### src/rtl/toy_pkg.sv
// Shared types, widths and address-split helpers for the RISC_TOY instruction cache.
package toy_pkg;

  localparam int unsigned WORD_AW = 30;
  localparam int unsigned INSTR_W = 32;

  typedef enum logic [1:0] {
    StIdle,
    StReq,
    StFill
  } state_e;

  // Word-offset width inside a line.
  function automatic int unsigned off_w(int unsigned words);
    return $clog2(words);
  endfunction

  // Line-index width.
  function automatic int unsigned idx_w(int unsigned lines);
    return $clog2(lines);
  endfunction

  // Tag width: whatever word-address bits remain above index and offset.
  function automatic int unsigned tag_w(int unsigned lines, int unsigned words);
    return WORD_AW - $clog2(lines) - $clog2(words);
  endfunction

endpackage

### src/rtl/toy_icache_if.sv
// Fetch-side and refill-side bus of the instruction cache.
interface toy_icache_if;
  import toy_pkg::*;

  logic               ireq;
  logic [WORD_AW-1:0] iaddr;
  logic [INSTR_W-1:0] instr;
  logic               istall;
  logic               flush;
  logic               mreq;
  logic [WORD_AW-1:0] maddr;
  logic               mack;
  logic               mvalid;
  logic [INSTR_W-1:0] mrdata;

  // The cache itself.
  modport slave (
    input  ireq, iaddr, flush, mack, mvalid, mrdata,
    output instr, istall, mreq, maddr
  );

  // Core plus backing memory, as seen from outside the cache.
  modport master (
    output ireq, iaddr, flush, mack, mvalid, mrdata,
    input  instr, istall, mreq, maddr
  );

endinterface

### src/rtl/toy_icache_tags.sv
// Valid/tag array: lookup compare, tag write on refill completion, flush-all.
module toy_icache_tags #(
  parameter int unsigned LINES = 16,
  parameter int unsigned IDX_W = 4,
  parameter int unsigned TAG_W = 24
) (
  input  logic             clk,
  input  logic             rst,
  input  logic [IDX_W-1:0] lookup_idx,
  input  logic [TAG_W-1:0] lookup_tag,
  output logic             lookup_hit,
  input  logic             wr_en,
  input  logic [IDX_W-1:0] wr_idx,
  input  logic [TAG_W-1:0] wr_tag,
  input  logic             wr_valid,
  input  logic             flush_all
);

  logic [LINES-1:0] valid_q;
  logic [TAG_W-1:0] tag_q [LINES];

  assign lookup_hit = valid_q[lookup_idx] & (tag_q[lookup_idx] == lookup_tag);

  // Valid bits: reset and flush clear everything; flush beats a same-edge line install.
  always_ff @(posedge clk) begin
    if (rst) begin
      valid_q <= '0;
    end else if (flush_all) begin
      valid_q <= '0;
    end else if (wr_en) begin
      valid_q[wr_idx] <= wr_valid;
    end
  end

  // Tags carry no reset; they are meaningless until the matching valid bit is set.
  always_ff @(posedge clk) begin
    if (wr_en) begin
      tag_q[wr_idx] <= wr_tag;
    end
  end

endmodule

### src/rtl/toy_icache.sv
// Direct-mapped read-only instruction cache: combinational hit path, single-line refill FSM.
module toy_icache
  import toy_pkg::*;
#(
  parameter int unsigned LINES = 16,
  parameter int unsigned WORDS = 4
) (
  input logic        clk,
  input logic        rst,
  toy_icache_if.slave bus
);

  localparam int unsigned OFF_W  = off_w(WORDS);
  localparam int unsigned IDX_W  = idx_w(LINES);
  localparam int unsigned TAG_W  = tag_w(LINES, WORDS);
  localparam int unsigned LINE_W = WORD_AW - OFF_W;

  logic [OFF_W-1:0]   req_off;
  logic [IDX_W-1:0]   req_idx;
  logic [TAG_W-1:0]   req_tag;
  logic [LINE_W-1:0]  line_q;
  logic [IDX_W-1:0]   fill_idx;
  logic [TAG_W-1:0]   fill_tag;
  state_e             state_q;
  logic [OFF_W-1:0]   cnt_q;
  logic               pend_q;
  logic               mreq_q;
  logic [WORD_AW-1:0] maddr_q;
  logic               tag_hit;
  logic               hit;
  logic               beat;
  logic               last_beat;
  logic [INSTR_W-1:0] data_q [LINES*WORDS];

  assign req_off  = bus.iaddr[OFF_W-1:0];
  assign req_idx  = bus.iaddr[OFF_W +: IDX_W];
  assign req_tag  = bus.iaddr[WORD_AW-1 -: TAG_W];
  assign fill_idx = line_q[IDX_W-1:0];
  assign fill_tag = line_q[LINE_W-1 -: TAG_W];

  // Hits are only served from IDLE; reset forces the fetch side quiet.
  assign hit       = bus.ireq & tag_hit & (state_q == StIdle) & ~rst;
  assign beat      = (state_q == StFill) & bus.mvalid;
  assign last_beat = beat & (cnt_q == OFF_W'(WORDS - 1));

  assign bus.istall = rst | (bus.ireq & ~hit);
  assign bus.instr  = hit ? data_q[{req_idx, req_off}] : '0;
  assign bus.mreq   = mreq_q;
  assign bus.maddr  = maddr_q;

  toy_icache_tags #(
    .LINES (LINES),
    .IDX_W (IDX_W),
    .TAG_W (TAG_W)
  ) u_tags (
    .clk        (clk),
    .rst        (rst),
    .lookup_idx (req_idx),
    .lookup_tag (req_tag),
    .lookup_hit (tag_hit),
    .wr_en      (last_beat & ~rst),
    .wr_idx     (fill_idx),
    .wr_tag     (fill_tag),
    // A flush seen during the refill, or on its final edge, leaves the line invalid.
    .wr_valid   (~pend_q & ~bus.flush),
    .flush_all  (bus.flush)
  );

  // Data array: each refill beat lands at the latched line, ascending word order.
  always_ff @(posedge clk) begin
    if (beat && !rst) begin
      data_q[{fill_idx, cnt_q}] <= bus.mrdata;
    end
  end

  // Refill FSM with registered memory-side outputs.
  always_ff @(posedge clk) begin
    if (rst) begin
      state_q <= StIdle;
      cnt_q   <= '0;
      pend_q  <= 1'b0;
      mreq_q  <= 1'b0;
      maddr_q <= '0;
      line_q  <= '0;
    end else begin
      unique case (state_q)
        StIdle: begin
          if (bus.ireq && !tag_hit) begin
            line_q  <= bus.iaddr[WORD_AW-1:OFF_W];
            maddr_q <= {bus.iaddr[WORD_AW-1:OFF_W], {OFF_W{1'b0}}};
            cnt_q   <= '0;
            mreq_q  <= 1'b1;
            state_q <= StReq;
          end
        end
        StReq: begin
          if (bus.flush) pend_q <= 1'b1;
          if (bus.mack) begin
            mreq_q  <= 1'b0;
            state_q <= StFill;
          end
        end
        StFill: begin
          if (bus.flush) pend_q <= 1'b1;
          if (bus.mvalid) begin
            cnt_q <= cnt_q + 1'b1;
            if (last_beat) begin
              pend_q  <= 1'b0;
              state_q <= StIdle;
            end
          end
        end
        default: state_q <= StIdle;
      endcase
    end
  end

endmodule

### src/flat_wrapper.sv
// flat-port wrapper written by rule: the top's interface ports become plain ports
module toy_icache_flat import toy_pkg::*;
#(
  parameter int unsigned LINES = 16,
  parameter int unsigned WORDS = 4
)
  (clk, rst, bus_ireq, bus_iaddr, bus_flush, bus_mack, bus_mvalid, bus_mrdata, bus_instr, bus_istall, bus_mreq, bus_maddr);
  toy_icache_if bus_i ();
  input logic clk;
  input logic rst;
  input wire logic [$bits(bus_i.ireq)-1:0] bus_ireq;
  input wire logic [$bits(bus_i.iaddr)-1:0] bus_iaddr;
  input wire logic [$bits(bus_i.flush)-1:0] bus_flush;
  input wire logic [$bits(bus_i.mack)-1:0] bus_mack;
  input wire logic [$bits(bus_i.mvalid)-1:0] bus_mvalid;
  input wire logic [$bits(bus_i.mrdata)-1:0] bus_mrdata;
  output wire logic [$bits(bus_i.instr)-1:0] bus_instr;
  output wire logic [$bits(bus_i.istall)-1:0] bus_istall;
  output wire logic [$bits(bus_i.mreq)-1:0] bus_mreq;
  output wire logic [$bits(bus_i.maddr)-1:0] bus_maddr;
  assign bus_i.ireq = bus_ireq;
  assign bus_i.iaddr = bus_iaddr;
  assign bus_i.flush = bus_flush;
  assign bus_i.mack = bus_mack;
  assign bus_i.mvalid = bus_mvalid;
  assign bus_i.mrdata = bus_mrdata;
  assign bus_instr = bus_i.instr;
  assign bus_istall = bus_i.istall;
  assign bus_mreq = bus_i.mreq;
  assign bus_maddr = bus_i.maddr;
  toy_icache #(.LINES(LINES), .WORDS(WORDS)) u_core (.clk(clk), .rst(rst), .bus(bus_i));
endmodule
### config.mk
export PLATFORM = sky130hd
export DESIGN_NAME = toy_icache_flat
export DESIGN_NICKNAME = d
export VERILOG_FILES = /design/src/rtl/toy_pkg.sv /design/src/rtl/toy_icache_if.sv /design/src/rtl/toy_icache_tags.sv /design/src/rtl/toy_icache.sv /design/src/flat_wrapper.sv
export SDC_FILE = /design/constraint.sdc
export NUM_CORES = 2
export LEC_CHECK = 0
export BUFFER_PORTS_ARGS = -buffer_cell sky130_fd_sc_hd__clkbuf_2
export CORE_MARGIN = 4
export CORE_UTILIZATION = 35
export DETAILED_ROUTE_END_ITERATION = 8
export PLACE_DENSITY = 0.56
export SLEW_MARGIN = 20
export SYNTH_ARGS = -nofsm -noshare
export SYNTH_HDL_FRONTEND = slang
export SYNTH_SLANG_ARGS = --single-unit
### constraint.sdc
create_clock -name clk -period 7.2 [get_ports clk]
set_clock_uncertainty 0.1 [all_clocks]
set_input_delay 1.44 -clock clk [delete_from_list [all_inputs] [get_ports clk]]
set_output_delay 1.44 -clock clk [all_outputs]
set_load 0.03 [all_outputs]
==> results.md <==
- Post-Syn Area: 95600 sq um
- Total GRT Usage: 16.3%
- Final Hold Vio Count: 0
- Antenna Nets Post-Route: 0
- Run status: completed
- Slew Limit Fails: 0
- Top FF cell, synth: edfxtp_1
- Crit start category: primary input
- Final setup viols: 0
- Fin Setup TNS: 0 ns
- Drt wl/cell: 28.4 um
- Top cell by count, worst path: mux4_2
- FILL cells: 23400
- Worst Path Buf+Inv: 3
- Logic gate share of total power: 5.3%
- Commonest non-fill, non-tap cell in the layout: edfxtp_1
- Routability cong.: 0.759
- Clk sinks: 2482
- Die width: 531 um
- Flop pwr share: 52.3%
- Drt drc: 0
- Register area share after synthesis: 77.5%
- Worst-Margin Slew: 1.14 ns
- Share of cells above drive strength 1: 33.1%
- Detailed-route wire length: 230000 um
- Crit path largest cell delay: 0.86 ns
- CP top delay family: simple AND/OR/NAND/NOR gates
- Max Freq: 151 MHz
- Layout Nets: 4389
- DR iter-0 viols: 4361
- Crit path cell chain: clkbuf_8 > buf_4 > mux4_2 > mux4_2 > xnor2_1 > nand3b_1 > or4b_4 > nor2b_1 > clkbuf_2
- Crit path DAT: 5.07 ns
- Worst Path Required: 5.66 ns
- Hold-fix buffers, CTS: 0
- Vias per cell: 5.30
- Initial antenna violation count: 23
- Number of flops mapped to enable cells by yosys: 2432
- Post-route cell area: 110000 sq um
- Synth async-reset ratio: 0%
- Final worst-path cycle share: 91.8%
- Syn Inst Count: 3961
- Starting Density: 35.2%
- Leak pwr: 34.0 nW
- Worst skew pair latency: 0.89 ns
- Drt first pass iters: 5
- Row count: 191
- Core footprint: 271000 sq um
- Reg clk slew, reported paths: 0.05 ns
- RSZ-0062 raised after global routing: no
- Placed wire-length estimate: 133000 um
- Commonest cells after routing, fill and taps aside: edfxtp_1, mux4_2, clkbuf_16
- Synth area leaders: edfxtp_1, mux4_2, dfxtp_1
- P&R area growth vs syn: 15.3%
- Via count: 42900
- Port-buffer cells: 129
- Hold Crit Class: register to register
- P per Cell Area: 280 nW/um^2
- Clock network power share: 42.4%
- Die Span Y: 531 um
- Root Buffer: clkbuf_16
- Top cell type's share of synthesized area: 76.4%
- Post-CTS setup repair buffer count: 0
- Area after DPL: 102000 sq um
- Yosys top cell by area: edfxtp_1
- Maximum VDD drop: 0.249 mV
- #FFs+latches synth: 2482
- Worst setup EP type: output port
- Grt ovf: 0
- Number of global-route vias before repair: 44500
- Critical path's slowest cell: or4b_4
- Sw Share: 21.2%
- Max-Cap Viols: 0
- Register area: 74000 sq um
- Crit path kind: primary input to output port
- Yosys warning total: 0
- Max FO, Critical Path: 50
- Max-slew headroom: 23.5%
- Minimum clock period: 6.61 ns
- Overall die area: 281000 sq um
- Synthesized area per cell: 24.1 sq um
- CTS tree: yes
- H-tree levels: 5
- First-pass GRT wire length: 330000 um
- Internal power: 24.3 mW
- CTS-repair resized insts: 0
- Pin count of the biggest net entering global routing: 98
- Number of top-level pins: 132
- Distinct cells, synth: 55
- Total CTS buffers: 278
- Switching pwr: 6.55 mW
- Multi-input logic area: 21100 sq um
- Clock buffer depth: 4
## through the flow
step	setup slack, ns	total power [mW]	cells	utilization, %	hold WS (ns)
2_1_floorplan	1.23	17.4	3962	-	0.349
3_3_place_gp	0.581	18.1	7605	37.6	0.367
3_5_place_dp	0.509	18.1	7606	37.6	0.374
4_1_cts	0.499	31.2	8074	40.6	0.382
5_1_grt	0.331	31.9	8079	40.6	0.414
6_report	0.591	30.8	8082	40.6	0.392
## logic make-up (layout without fill, tap and decap cells)
| family | Yosys count | in the layout | synth area share, % |
|---|---|---|---|
| adder cells (fa/ha/maj) | 5 | 5 | 0.0655 |
| AO/OA/AOI/OAI | 54 | 54 | 0.390 |
| multiplexers | 862 | 862 | 19.0 |
| other | 1 | 10 | 0.00392 |
| AND/OR/NAND/NOR | 296 | 296 | 1.67 |
| flip-flops | 2482 | 2482 | 77.5 |
| buffers and inverters | 226 | 768 | 1.08 |
| XOR/XNOR | 35 | 35 | 0.321 |
## state kept, by name, indices dropped and copies added (netlist names)
name and count:
u_core.cnt_q 2, u_core.data_q 2048, u_core.u_tags.valid_q 16, u_core.pend_q 1, u_core.bus.mreq 1, u_core.state_q 2
u_core.u_tags.tag_q 384, u_core.line_q 28
## synth_stat cells, types with 5 or more instances
master,instances
edfxtp_1,2432
mux4_2,761
clkbuf_1,156
nor2_1,97
mux2i_1,96
nand2b_1,69
dfxtp_1,50
nor2b_1,38
nand2_1,29
buf_2,25
xnor2_1,19
xor2_1,16
a21oi_1,14
buf_4,13
buf_1,12
buf_6,12
nand3_1,10
o21ai_0,10
or3_1,10
nand3b_1,8
inv_1,7
nand4_1,6
a221oi_1,5
a22o_1,5
a22oi_1,5
ha_1,5
mux2_2,5
## worst min-delay path, stage by stage, from the launching register on
cell and delay (ns):
dfxtp_1 0.32, mux2i_1 0.07, nor2_1 0.07
## final cells by class
class | count | area share, %
sequential | 2482 | 67.2
multi-input combinational | 1254 | 19.1
clock buffer | 352 | 6.67
tap | 3570 | 4.05
timing repair buffer | 293 | 2.13
clock inverter | 116 | 0.812
inverter | 7 | 0.0238
antenna | 8 | 0.0182
## power groups by stage
stage | registers [mW] | logic (mW) | clock network, mW
global route | 16.1 | 1.75 | 14.0
CTS | 16.1 | 1.66 | 13.4
floorplan | 16.4 | 0.934 | 0
finish | 16.1 | 1.63 | 13.1
global placement | 16.4 | 1.62 | 0
detailed placement | 16.5 | 1.65 | 0
## worst paths after layout
| path | slack [ns] | to | depth (start not counted) | from |
|---|---|---|---|---|
| worst max-delay path | 0.59 | bus_instr[28] | 9 | bus_iaddr[3] |
| worst min-delay path | 0.39 | u_core.u_tags.valid_q[8] | 2 | u_core.u_tags.valid_q[8] |
| worst min register to register | 0.39 | u_core.u_tags.valid_q[8] | 2 | u_core.u_tags.valid_q[8] |
| worst max register to register | 2.52 | u_core.u_tags.tag_q[9][14] | 7 | u_core.state_q[0] |
## layer usage
metal / wire (um) / vias up / part of all wire, % / global-route usage, %
met1: 93700 / 23400 / 41 / 21.5
met5: 201 / - / 0.087 / 0.444
li1: - / 17700 / - / -
met3: 15000 / 331 / 6.5 / 3.49
met2: 115000 / 1393 / 50 / 27.2
met4: 5590 / 8 / 2.4 / 4.61
No activity file was read; power rests on OpenSTA's default activity.
